$ cat config.mk
export PLATFORM = sky130hd
export DESIGN_NAME = if_stage
export DESIGN_NICKNAME = d
export VERILOG_FILES = /design/src/rtl/if_stage_pkg.sv /design/src/rtl/if_stage_fetch_fifo.sv /design/src/rtl/if_stage.sv
export SDC_FILE = /design/constraint.sdc
export NUM_CORES = 1
export LEC_CHECK = 0
export CORE_ASPECT_RATIO = 0.6
export CORE_MARGIN = 4
export CORE_UTILIZATION = 53
export CTS_CLUSTER_DIAMETER = 150
export DETAILED_ROUTE_END_ITERATION = 7
export GPL_ROUTABILITY_DRIVEN = 0
export PLACE_DENSITY_LB_ADDON = 0.15
export SYNTH_ARGS = -nofsm -noshare
export SYNTH_HDL_FRONTEND = slang
export SYNTH_SLANG_ARGS = --single-unit
export TNS_END_PERCENT = 100
$ cat constraint.sdc
create_clock -name clk -period 5.3 [get_ports clk]
set_input_delay 1.59 -clock clk [delete_from_list [all_inputs] [get_ports clk]]
set_output_delay 1.59 -clock clk [all_outputs]
set_load 0.005 [all_outputs]
$ cat src/rtl/if_stage_pkg.sv
// Core-wide constants shared by the fetch, decode and execute stages, plus the
// fetch credit check used to throttle instruction-memory requests.
package if_stage_pkg;

   localparam int CORE_PC_W   = 32;
   localparam int CORE_INST_W = 32;
   localparam logic [CORE_PC_W-1:0] CORE_RESET_PC = 32'h0000_0000;

   // A new fetch may issue only while in-flight plus buffered entries leave room.
   function automatic logic credit_free(input int unsigned outstanding,
                                        input int unsigned depth);
      return outstanding < depth;
   endfunction

endpackage

$ cat src/rtl/if_stage_fetch_fifo.sv
// Synchronous DEPTH-entry FIFO of fetched {pc, inst} pairs; flush overrides any
// same-cycle push or pop. Head data reads as zero while empty.
module fetch_fifo #(
   parameter int DEPTH = 2,
   parameter int WIDTH = 64
) (
   input  logic                    clk,
   input  logic                    rst_n,
   input  logic                    i_push,
   input  logic                    i_pop,
   input  logic                    i_flush,
   input  logic [WIDTH-1:0]        i_data,
   output logic                    o_valid,
   output logic [WIDTH-1:0]        o_data,
   output logic [$clog2(DEPTH):0]  o_count
);

   localparam int AW = $clog2(DEPTH);
   localparam int CW = AW + 1;

   logic [WIDTH-1:0] r_mem [DEPTH];
   logic [AW-1:0]    r_wr_ptr;
   logic [AW-1:0]    r_rd_ptr;
   logic [CW-1:0]    r_count;
   logic             w_push;
   logic             w_pop;

   assign w_push = i_push & ~i_flush & (r_count != CW'(DEPTH));
   assign w_pop  = i_pop  & ~i_flush & (r_count != '0);

   always_ff @(posedge clk or negedge rst_n) begin
      if (!rst_n) begin
         r_wr_ptr <= '0;
         r_rd_ptr <= '0;
         r_count  <= '0;
      end else if (i_flush) begin
         r_wr_ptr <= '0;
         r_rd_ptr <= '0;
         r_count  <= '0;
      end else begin
         if (w_push) r_wr_ptr <= r_wr_ptr + AW'(1);
         if (w_pop)  r_rd_ptr <= r_rd_ptr + AW'(1);
         r_count <= r_count + CW'(w_push) - CW'(w_pop);
      end
   end

   // Storage carries no reset; validity is tracked by r_count alone.
   always_ff @(posedge clk) begin
      if (w_push) r_mem[r_wr_ptr] <= i_data;
   end

   assign o_valid = (r_count != '0);
   assign o_data  = o_valid ? r_mem[r_rd_ptr] : '0;
   assign o_count = r_count;

endmodule

$ cat src/rtl/if_stage.sv
// Instruction fetch stage: owns the fetch PC, issues in-order imem requests and
// buffers returned {pc, inst} pairs for decode, squashing wrong-path fetches on redirect.
module if_stage
   import if_stage_pkg::*;
#(
   parameter int                  PC_WIDTH   = CORE_PC_W,
   parameter int                  INST_WIDTH = CORE_INST_W,
   parameter int                  DEPTH      = 2,
   parameter logic [PC_WIDTH-1:0] RESET_PC   = PC_WIDTH'(CORE_RESET_PC)
) (
   input  logic                  clk,
   input  logic                  rst_n,
   output logic                  imem_req_valid,
   input  logic                  imem_req_ready,
   output logic [PC_WIDTH-1:0]   imem_req_addr,
   input  logic                  imem_resp_valid,
   input  logic [INST_WIDTH-1:0] imem_resp_data,
   input  logic                  redirect_valid,
   input  logic [PC_WIDTH-1:0]   redirect_pc,
   input  logic                  id_ready,
   output logic                  if_valid,
   output logic [PC_WIDTH-1:0]   if_pc,
   output logic [INST_WIDTH-1:0] if_inst
);

   localparam int AW = $clog2(DEPTH);
   localparam int CW = AW + 1;
   localparam int EW = PC_WIDTH + INST_WIDTH;

   logic [PC_WIDTH-1:0] r_fetch_pc;
   logic [CW-1:0]       r_live;
   logic [CW-1:0]       r_stale;
   logic [PC_WIDTH-1:0] r_pcq [DEPTH];
   logic [AW-1:0]       r_pcq_wr;
   logic [AW-1:0]       r_pcq_rd;

   logic                w_req_fire;
   logic                w_resp_stale;
   logic                w_resp_live;
   logic                w_push;
   logic [CW-1:0]       w_fifo_count;
   logic [CW-1:0]       w_live_nxt;
   logic [CW-1:0]       w_stale_nxt;
   logic [PC_WIDTH-1:0] w_fetch_pc_nxt;
   logic [EW-1:0]       w_head;
   logic                w_unused_addr_lsbs;

   assign w_unused_addr_lsbs = ^redirect_pc[1:0];

   assign imem_req_valid = credit_free(32'(r_live) + 32'(r_stale) + 32'(w_fifo_count), DEPTH);
   assign imem_req_addr  = r_fetch_pc;

   assign w_req_fire   = imem_req_valid & imem_req_ready;
   assign w_resp_stale = imem_resp_valid & (r_stale != '0);
   assign w_resp_live  = imem_resp_valid & (r_stale == '0) & (r_live != '0);
   assign w_push       = w_resp_live & ~redirect_valid;

   // On redirect everything accepted so far and not answered this cycle turns stale.
   always_comb begin
      w_fetch_pc_nxt = r_fetch_pc;
      w_live_nxt     = r_live;
      w_stale_nxt    = r_stale;
      if (w_req_fire) w_fetch_pc_nxt = r_fetch_pc + PC_WIDTH'(4);
      if (redirect_valid) begin
         w_fetch_pc_nxt = {redirect_pc[PC_WIDTH-1:2], 2'b00};
         w_live_nxt     = '0;
         w_stale_nxt    = r_stale + r_live + CW'(w_req_fire)
                          - CW'(w_resp_stale) - CW'(w_resp_live);
      end else begin
         w_live_nxt  = r_live + CW'(w_req_fire) - CW'(w_resp_live);
         w_stale_nxt = r_stale - CW'(w_resp_stale);
      end
   end

   always_ff @(posedge clk or negedge rst_n) begin
      if (!rst_n) begin
         r_fetch_pc <= RESET_PC;
         r_live     <= '0;
         r_stale    <= '0;
         r_pcq_wr   <= '0;
         r_pcq_rd   <= '0;
      end else begin
         r_fetch_pc <= w_fetch_pc_nxt;
         r_live     <= w_live_nxt;
         r_stale    <= w_stale_nxt;
         if (redirect_valid) begin
            r_pcq_wr <= '0;
            r_pcq_rd <= '0;
         end else begin
            if (w_req_fire)  r_pcq_wr <= r_pcq_wr + AW'(1);
            if (w_resp_live) r_pcq_rd <= r_pcq_rd + AW'(1);
         end
      end
   end

   // PC queue holds only right-path requests, so its head pairs with the next live response.
   always_ff @(posedge clk) begin
      if (w_req_fire) r_pcq[r_pcq_wr] <= r_fetch_pc;
   end

   fetch_fifo #(
      .DEPTH (DEPTH),
      .WIDTH (EW)
   ) u_fetch_fifo (
      .clk     (clk),
      .rst_n   (rst_n),
      .i_push  (w_push),
      .i_pop   (id_ready),
      .i_flush (redirect_valid),
      .i_data  ({r_pcq[r_pcq_rd], imem_resp_data}),
      .o_valid (if_valid),
      .o_data  (w_head),
      .o_count (w_fifo_count)
   );

   assign if_pc   = w_head[EW-1:INST_WIDTH];
   assign if_inst = w_head[INST_WIDTH-1:0];

endmodule
==> metrics list, run 1 <==
- Status: finished clean
- Setup repair after global routing left no endpoint under its margin.
- Synthesis handed over a netlist of 648 instances.
- Count of TritonRoute iterations in the first routing pass: 5
- For the worst-skew pair, the clock arrives at the later sink with an insertion delay of 500 ps.
- Commonest non-fill, non-tap cells in the layout: 184 x edfxtp_1, 160 x clkdlybuf4s50_1, 85 x nor2_1
- The number of antenna diodes in the final layout is 0.
* Count of buffers from port buffering: 161
- Violation count after the first detailed-route iteration: 360
* Die Width: 179.4 um
- Fraction of final layout cells sized beyond drive strength 1: 10.49%
- Data required time at the worst endpoint: 5670 ps
- Most common cell after layout, fill and taps aside: edfxtp_1
* Via count of the first global-routing pass: 5922
- Antenna violations before repair: 0
* Number of buffers added to fix hold violations after cts: 0
- TritonCTS built the clock tree.
- Post-synthesis sequential element count: 224
* Die Area: 19890 sq um
- The worst setup path is launched from an input pin.
* Startpoint-to-endpoint class of the critical path: input pin to flop
* Worst-case clock buffer depth: 3
- At the worst endpoint, the arrival time is 4650 ps.
- In the final design database the tool counted 895 nets.
* Minimum clock period: 4282 ps
* Dominant combinational cell family by area after synthesis: multiplexers
- Core region area: 17220 sq um
- Yosys printed 0 warnings.
- In this run the power density over the cells is 423.1 nW/um^2.
- In this run, synthesis inferred 184 flip-flops with an integrated enable.
- The tool flagged a number of max-cap violations equal to 0.
- Timing would allow up to 0.2335 GHz.
- After Yosys synthesis, full adders, half adders and majority gates account for 1.928% of the synthesized area.
* Number of design rule violations left after detail routing: 0
- Initial core utilization: 54.26%
* Max_slew headroom: 36.71%
* Proportion of synthesized chip area in sequential cells: 69.84%
* Count of pins on the block boundary: 168
- Summing over every cut layer, the via total after detailed routing is 5827.
- Final setup violation count: 0
- R2R depth: 10
* Tightest Pin Transition: 949.3 ps
- Dividing the detail-routed wire length by the instance count gives 18.98 um.
- Type of destination of the critical path: flop
- Of all flip-flops after synthesis, the portion carrying an async set or reset was 17.86%.
- The worst hold path belongs to the class flop to flop.
- The initialized floorplan defines 37 standard-cell rows.
* Post-synthesis average cell area: 14.42 sq um
* Fraction of the mapped netlist area in simple logic gates: 10.11%
* Post-detailed-routing wire length: 20180 um
- Largest net degree at the start of global routing: 41
- Max VDD drop: 0.3262 mV
* Number of post-CTS setup repair buffers: 0
* Max Clock Skew: 9.092 ps
- The final count of hold timing violations was 0.
- In this run the worst path has a maximum fanout of 3.
- The number of gates resized after CTS was 0.
* Max-slew violation count: 0
* Number of distinct standard cells referenced by the synthesized netlist: 44
- CTS built an H-tree with a depth of 1.
* GR Overflow Total: 0
- Dominant synthesized flop cell: edfxtp_1
* DIE HEIGHT: 110.9 um
* Mux cell area share after synthesis: 10.36%
- Detailed placement finished with a half-perimeter wire length of 13480 um.
* Number of buffers inserted during clock tree synthesis: 22
- The cell area that synthesis handed to floorplanning was 9345 sq um.
* Hold Path Cell Cnt: 1
* Layout Area Growth over Synthesis: 28.50%
- Global routing used 20.18% of the available tracks.
- Fraction of the mapped netlist area in compound gates: 3.428%
- Cell count after placement: 1023
- The first global-routing pass estimated 32490 um of wire.
- DRT antenna net count: 0
* Root buffer selected by CTS: clkbuf_16
- Dividing the final minimum period by the clock period gives 80.80%.
* Leak: 4.093 nW
- The filler cells instantiated in the layout total 1209.
- The finished layout holds 1063 standard cells, fillers aside.
* Share of the synthesized netlist area taken by xor and xnor gates: 1.968%
- After detailed routing, the number of vias per cell comes to 5.482.
- Reg clk slew, reported paths: 60 ps
- TritonCTS sink count: 224
* Setup TNS: 0 ps
[cells in the mapped netlist (2+ instances only)]
cell / instances / share of area (%)
buf_1: 7 / 0.28
mux2i_1: 63 / 6.7
edfxtp_1: 184 / 59
o31ai_1: 9 / 0.72
or3_1: 3 / 0.20
nor2b_1: 5 / 0.33
xnor2_1: 8 / 0.75
buf_4: 4 / 0.32
and4_1: 4 / 0.37
nand2b_1: 2 / 0.13
o31a_1: 2 / 0.19
and3_1: 6 / 0.40
ha_1: 8 / 1.1
or4_1: 14 / 1.1
o21ai_0: 18 / 0.96
nor2_1: 87 / 3.5
clkbuf_1: 22 / 0.88
nor4_1: 3 / 0.20
and2_1: 4 / 0.27
nand4_1: 13 / 0.87
nand3_1: 17 / 0.91
o211ai_1: 4 / 0.32
a31oi_1: 11 / 0.74
nand2_1: 29 / 1.2
dfrtp_1: 40 / 11
fa_1: 4 / 0.86
inv_1: 16 / 0.64
mux2_2: 30 / 3.6
a22oi_1: 2 / 0.16
xor2_1: 13 / 1.2
buf_2: 3 / 0.16
[routing by layer]
layer | up-vias | global-route usage (%) | share of wire [%] | routed length, um
met4 | 0 | 4.921 | 2.1 | 429
met2 | 237 | 32.10 | 46 | 9333
met1 | 2824 | 29.02 | 45 | 9143
met3 | 37 | 4.033 | 6.3 | 1270
met5 | - | 0 | 0 | 0
li1 | 2729 | - | - | -
[worst max-delay path, cell delays in order]
cell,delay [ps]
clkdlybuf4s50_1,490
or3b_2,470
nor2_1,280
fa_1,480
fa_1,490
inv_1,50
fa_1,380
xnor2_1,190
xnor2_1,150
o21ai_0,90
[flip-flops by register name, indices dropped and copies added (netlist names)]
name and cells:
imem_req_addr 30, r_live 2, r_pcq 60, r_pcq_rd 1
r_pcq_wr 1, r_stale 2, u_fetch_fifo.o_count 2, u_fetch_fifo.r_mem 124
u_fetch_fifo.r_rd_ptr 1, u_fetch_fifo.r_wr_ptr 1
[layout make-up]
cell class,count,area [sq um],area share [%]
well taps,234,292.8,2.438
flip-flops and latches,224,6530,54.38
inverters,17,63.81,0.5314
repair buffers,174,1704,14.19
clock inverters,13,196.4,1.636
clock buffers,27,590.6,4.918
multi-input cells,374,2631,21.91
[path summary, 6_finish.rpt]
path | from | to | slack (ps)
max | imem_resp_valid | r_stale[1] | 1020
min | r_pcq[1][12] | u_fetch_fifo.r_mem[0][44] | 560
max reg2reg | r_stale[1] | imem_req_addr[28] | 1720
min reg2reg | r_pcq[1][12] | u_fetch_fifo.r_mem[0][44] | 560
max in group asynchronous | rst_n | u_fetch_fifo.r_rd_ptr | 3360
min in group asynchronous | rst_n | imem_req_addr[7] | 1240
[through the flow]
stage	hold WS (ps)	util, %	setup slack [ps]	power, W	area (sq um)
6_report	564.4	69.73	1018	0.005081	12010
5_1_grt	577.8	69.73	846.2	0.005342	12010
4_1_cts	561.6	69.73	1021	0.005125	12010
3_5_place_dp	548.7	65.16	494.6	0.003452	11220
3_3_place_gp	541.9	65.16	585.7	0.003399	11220
2_1_floorplan	481.3	-	713.3	0.002980	9359
[where the power goes]
group | internal, W | leakage (nW) | switching (W) | total, W
registers | 0.00222 | 2.15 | 0.000147 | 0.00237
clock network | 0.00104 | 0.378 | 0.000630 | 0.00167
logic | 0.000511 | 1.57 | 0.000532 | 0.00104
[cell families (layout without fill, tap and decap cells)]
logic type                 count (synthesis)  in the layout
DFF                                      224            224
and+or+nand+nor                          194            194
muxes                                     93             93
buffers and inverters                     53            231
AOI/OAI and AO/OA                         50             50
xor gates and xnor gates                  21             21
adders and majority gates                 12             12
other                                      1              4
Note: power is estimated with default switching activity, not from simulation.
==> run 2, diff against run 1 <==
==> constraint.sdc (replaced) <==
create_clock -name clk -period 4.26 [get_ports clk]
set_input_delay 1.278 -clock clk [delete_from_list [all_inputs] [get_ports clk]]
set_output_delay 1.278 -clock clk [all_outputs]
set_load 0.005 [all_outputs]
==> run 2 against run 1 <==
Wire length fell by 4.3%. Via count fell by 0.46%. Worst hold slack got worse by 11 ps. Combinational power rose by 26%. Largest cell class unchanged. Largest power group unchanged.
==> metrics list, run 2 (synthesis gave the netlist of run 1 again) <==
* DIE HEIGHT: 110.9 um (unchanged)
* R2R Setup Slk: 940 ps (-780 ps)
* Final-report hold violation count: 0 (unchanged)
- Reg clk slew, reported paths: 60 ps (about the same)
* Nets: 893 (-0.22%)
* Count of max-cap constraint violations: 0 (unchanged)
- Detailed placer's ending HPWL: 12760 um (-5.4%)
- The number of top-level design ports is 168 (unchanged).
- The total power consumption of the routed design came to 0.006062 W (+19%).
- The run finished with clean final reports.
* Number of post-CTS setup repair buffers: 0 (unchanged)
- The highest net fanout along the worst path was 5 (+2).
- Worst-case clock buffer depth: 3 (unchanged)
- Number of buffers added to fix hold violations after cts: 0 (unchanged)
- In the finished design, the share of the clock period the worst path needs comes to 91.78%.
- Layout Area Growth over Synthesis: 27.70%
- CP startpoint kind: flop
- The number of antenna cells inserted was 0 (unchanged).
- PD cells: 508.0 nW/um^2 (+20%)
* Largest net degree at the start of global routing: 63 (+54%)
* Post-detailed-routing wire length: 19300 um (-4.3%)
- TritonCTS built the clock tree.
- Via count of the first global-routing pass: 5869 (-0.89%)
* TritonCTS sink count: 224 (unchanged)
- The cell count after placement was 1022 (-0.098%).
* Resized Gates After CTS: 0 (unchanged)
- Number of design rule violations left after detail routing: 0 (unchanged)
- Number of vias per cell after detailed routing: 5.472 (-0.18%)
- Tightest Pin Transition: 928.5 ps (-20.77 ps)
* Number of non-filler instances in the completed layout: 1060 (-0.28%)
* First-pass GRT wire length: 31060 um (-4.4%)
- Final setup violation count: 0 (unchanged)
- Worst min path class: flop to flop
* Type of destination of the critical path: primary output
* Drt wl/cell: 18.21 um (-4.1%)
- Max VDD drop: 0.3937 mV (+21%)
- The placeable core region came to 17220 sq um (unchanged).
- Count of TritonRoute iterations in the first routing pass: 4 (-1)
- The hold slack came to 553.6 ps (-10.82 ps).
* Largest register FFs: 124 (unchanged)
- H-tree lvl count: 1 (unchanged)
* Antenna violations before repair: 0 (unchanged)
* DRT antenna net count: 0 (unchanged)
* Worst-Skew Late Latency: 490 ps (about the same)
- Largest register by flop count: u_fetch_fifo.r_mem
- Startpoint-to-endpoint class of the critical path: flop to primary output
* Number of buffers inserted during clock tree synthesis: 21 (-4.5%)
- The initial detailed-routing violation count came to 335 (-6.9%).
- Root buffer selected by CTS: clkbuf_16
- The arrival time at the worst endpoint was 2630 ps (-2020 ps).
- The aggregate global routing overflow was 0 (unchanged).
* Die Width: 179.4 um (unchanged)
- The number of vias in the routed layout came to 5800 (-0.46%).
* Setup repair after global routing missed its margin: false
- The library cells used most frequently in the layout, excluding fill and tap cells, are 184 x edfxtp_1, 160 x clkdlybuf4s50_1, 85 x nor2_1.
- The data required time at the worst endpoint was 2980 ps (-2690 ps).
- The initial cell density of the core came to 54.26% (unchanged).
* Die Area: 19890 sq um (unchanged)
- The share of post-route cells with drive strength above 1 is 9.685% (-0.81 points).
- Fmax: 0.2558 GHz
* Minimum clock period: 3910 ps
- Max_slew headroom: 38.10% (+1.4 points)
- Filler cell count: 1202 (-0.58%)
* Max-slew violation count: 0 (unchanged)
* Most common cell after layout, fill and taps aside: edfxtp_1
* Max Clock Skew: 9.213 ps (+0.1210 ps)
- Count of buffers from port buffering: 161 (unchanged)
* Number of cell rows: 37 (unchanged)
- The total leakage power came to 4.046 nW (-1.1%).
- Total GRT Usage: 19.26% (-0.92 points)
==> run 2: changes by cell type in the layout (fill, tap and decap cells not counted) <==
cell	change
buf_4	-5
buf_12	+4
bufinv_16	-3
clkbuf_1	+3
clkbuf_16	-2
clkbuf_8	+2
clkinvlp_4	-2
clkinv_1	+1
clkinv_2	-1
clkinv_4	-1
inv_6	+1
==> run 2: cell type report <==
class	instances	area [sq um]	area share (%)
multi-input cells	374	2631	22.05
inverters	17	63.81	0.5347
clock inverters	8	90.09	0.7549
flip-flops and latches	224	6530	54.72
repair buffers	173	1747	14.64
clock buffers	30	579.3	4.854
well taps	234	292.8	2.453
==> run 2: metrics by stage <==
stage | worst slack, ps | instance area [sq um] | util, % | TNS [ps]
floorplan | 251.8 | 9364 | - | 0
global placement | 8.053 | 11260 | 65.41 | 0
detailed placement | -111.9 | 11260 | 65.41 | -111.9
CTS | 314.2 | 11930 | 69.30 | 0
global route | 180.2 | 11930 | 69.30 | 0
finish | 350.2 | 11930 | 69.30 | 0
==> run 2: worst max-delay path: stages, from the launching register on <==
cell and delay (ps):
dfrtp_1 450, inv_1 130, fa_1 520, inv_1 40
ha_1 290, nor3b_2 180, clkdlybuf4s50_1 530
==> run 2: routing by layer <==
| metal | track usage (%) | routed length (um) | up-vias | part of all wire, % |
|---|---|---|---|---|
| met2 | 30.95 | 9064 | 179 | 47 |
| met5 | 0 | 0 | - | 0 |
| met4 | 4.363 | 361 | 0 | 1.9 |
| li1 | - | - | 2725 | - |
| met1 | 27.53 | 8838 | 2865 | 46 |
| met3 | 3.902 | 1036 | 31 | 5.4 |
==> run 2: final timing paths <==
| check | from | to | cells after the start |
|---|---|---|---|
| worst max-delay path | r_stale[1] | imem_req_valid | 6 |
| worst min-delay path | r_pcq_rd | r_pcq_rd | 2 |
| worst max register to register | r_stale[1] | imem_req_addr[29] | 10 |
| worst min register to register | r_pcq_rd | r_pcq_rd | 2 |
| max in group asynchronous | rst_n | u_fetch_fifo.r_rd_ptr | 1 |
| min in group asynchronous | rst_n | imem_req_addr[26] | 1 |
==> run 2: power by group <==
group	total, W	internal [W]	switching (W)	leakage [nW]
registers	0.00294	0.00276	0.000172	2.15
logic	0.00131	0.000646	0.000661	1.57
clock network	0.00182	0.00107	0.000749	0.327
total	0.00606	0.00448	0.00158	4.05
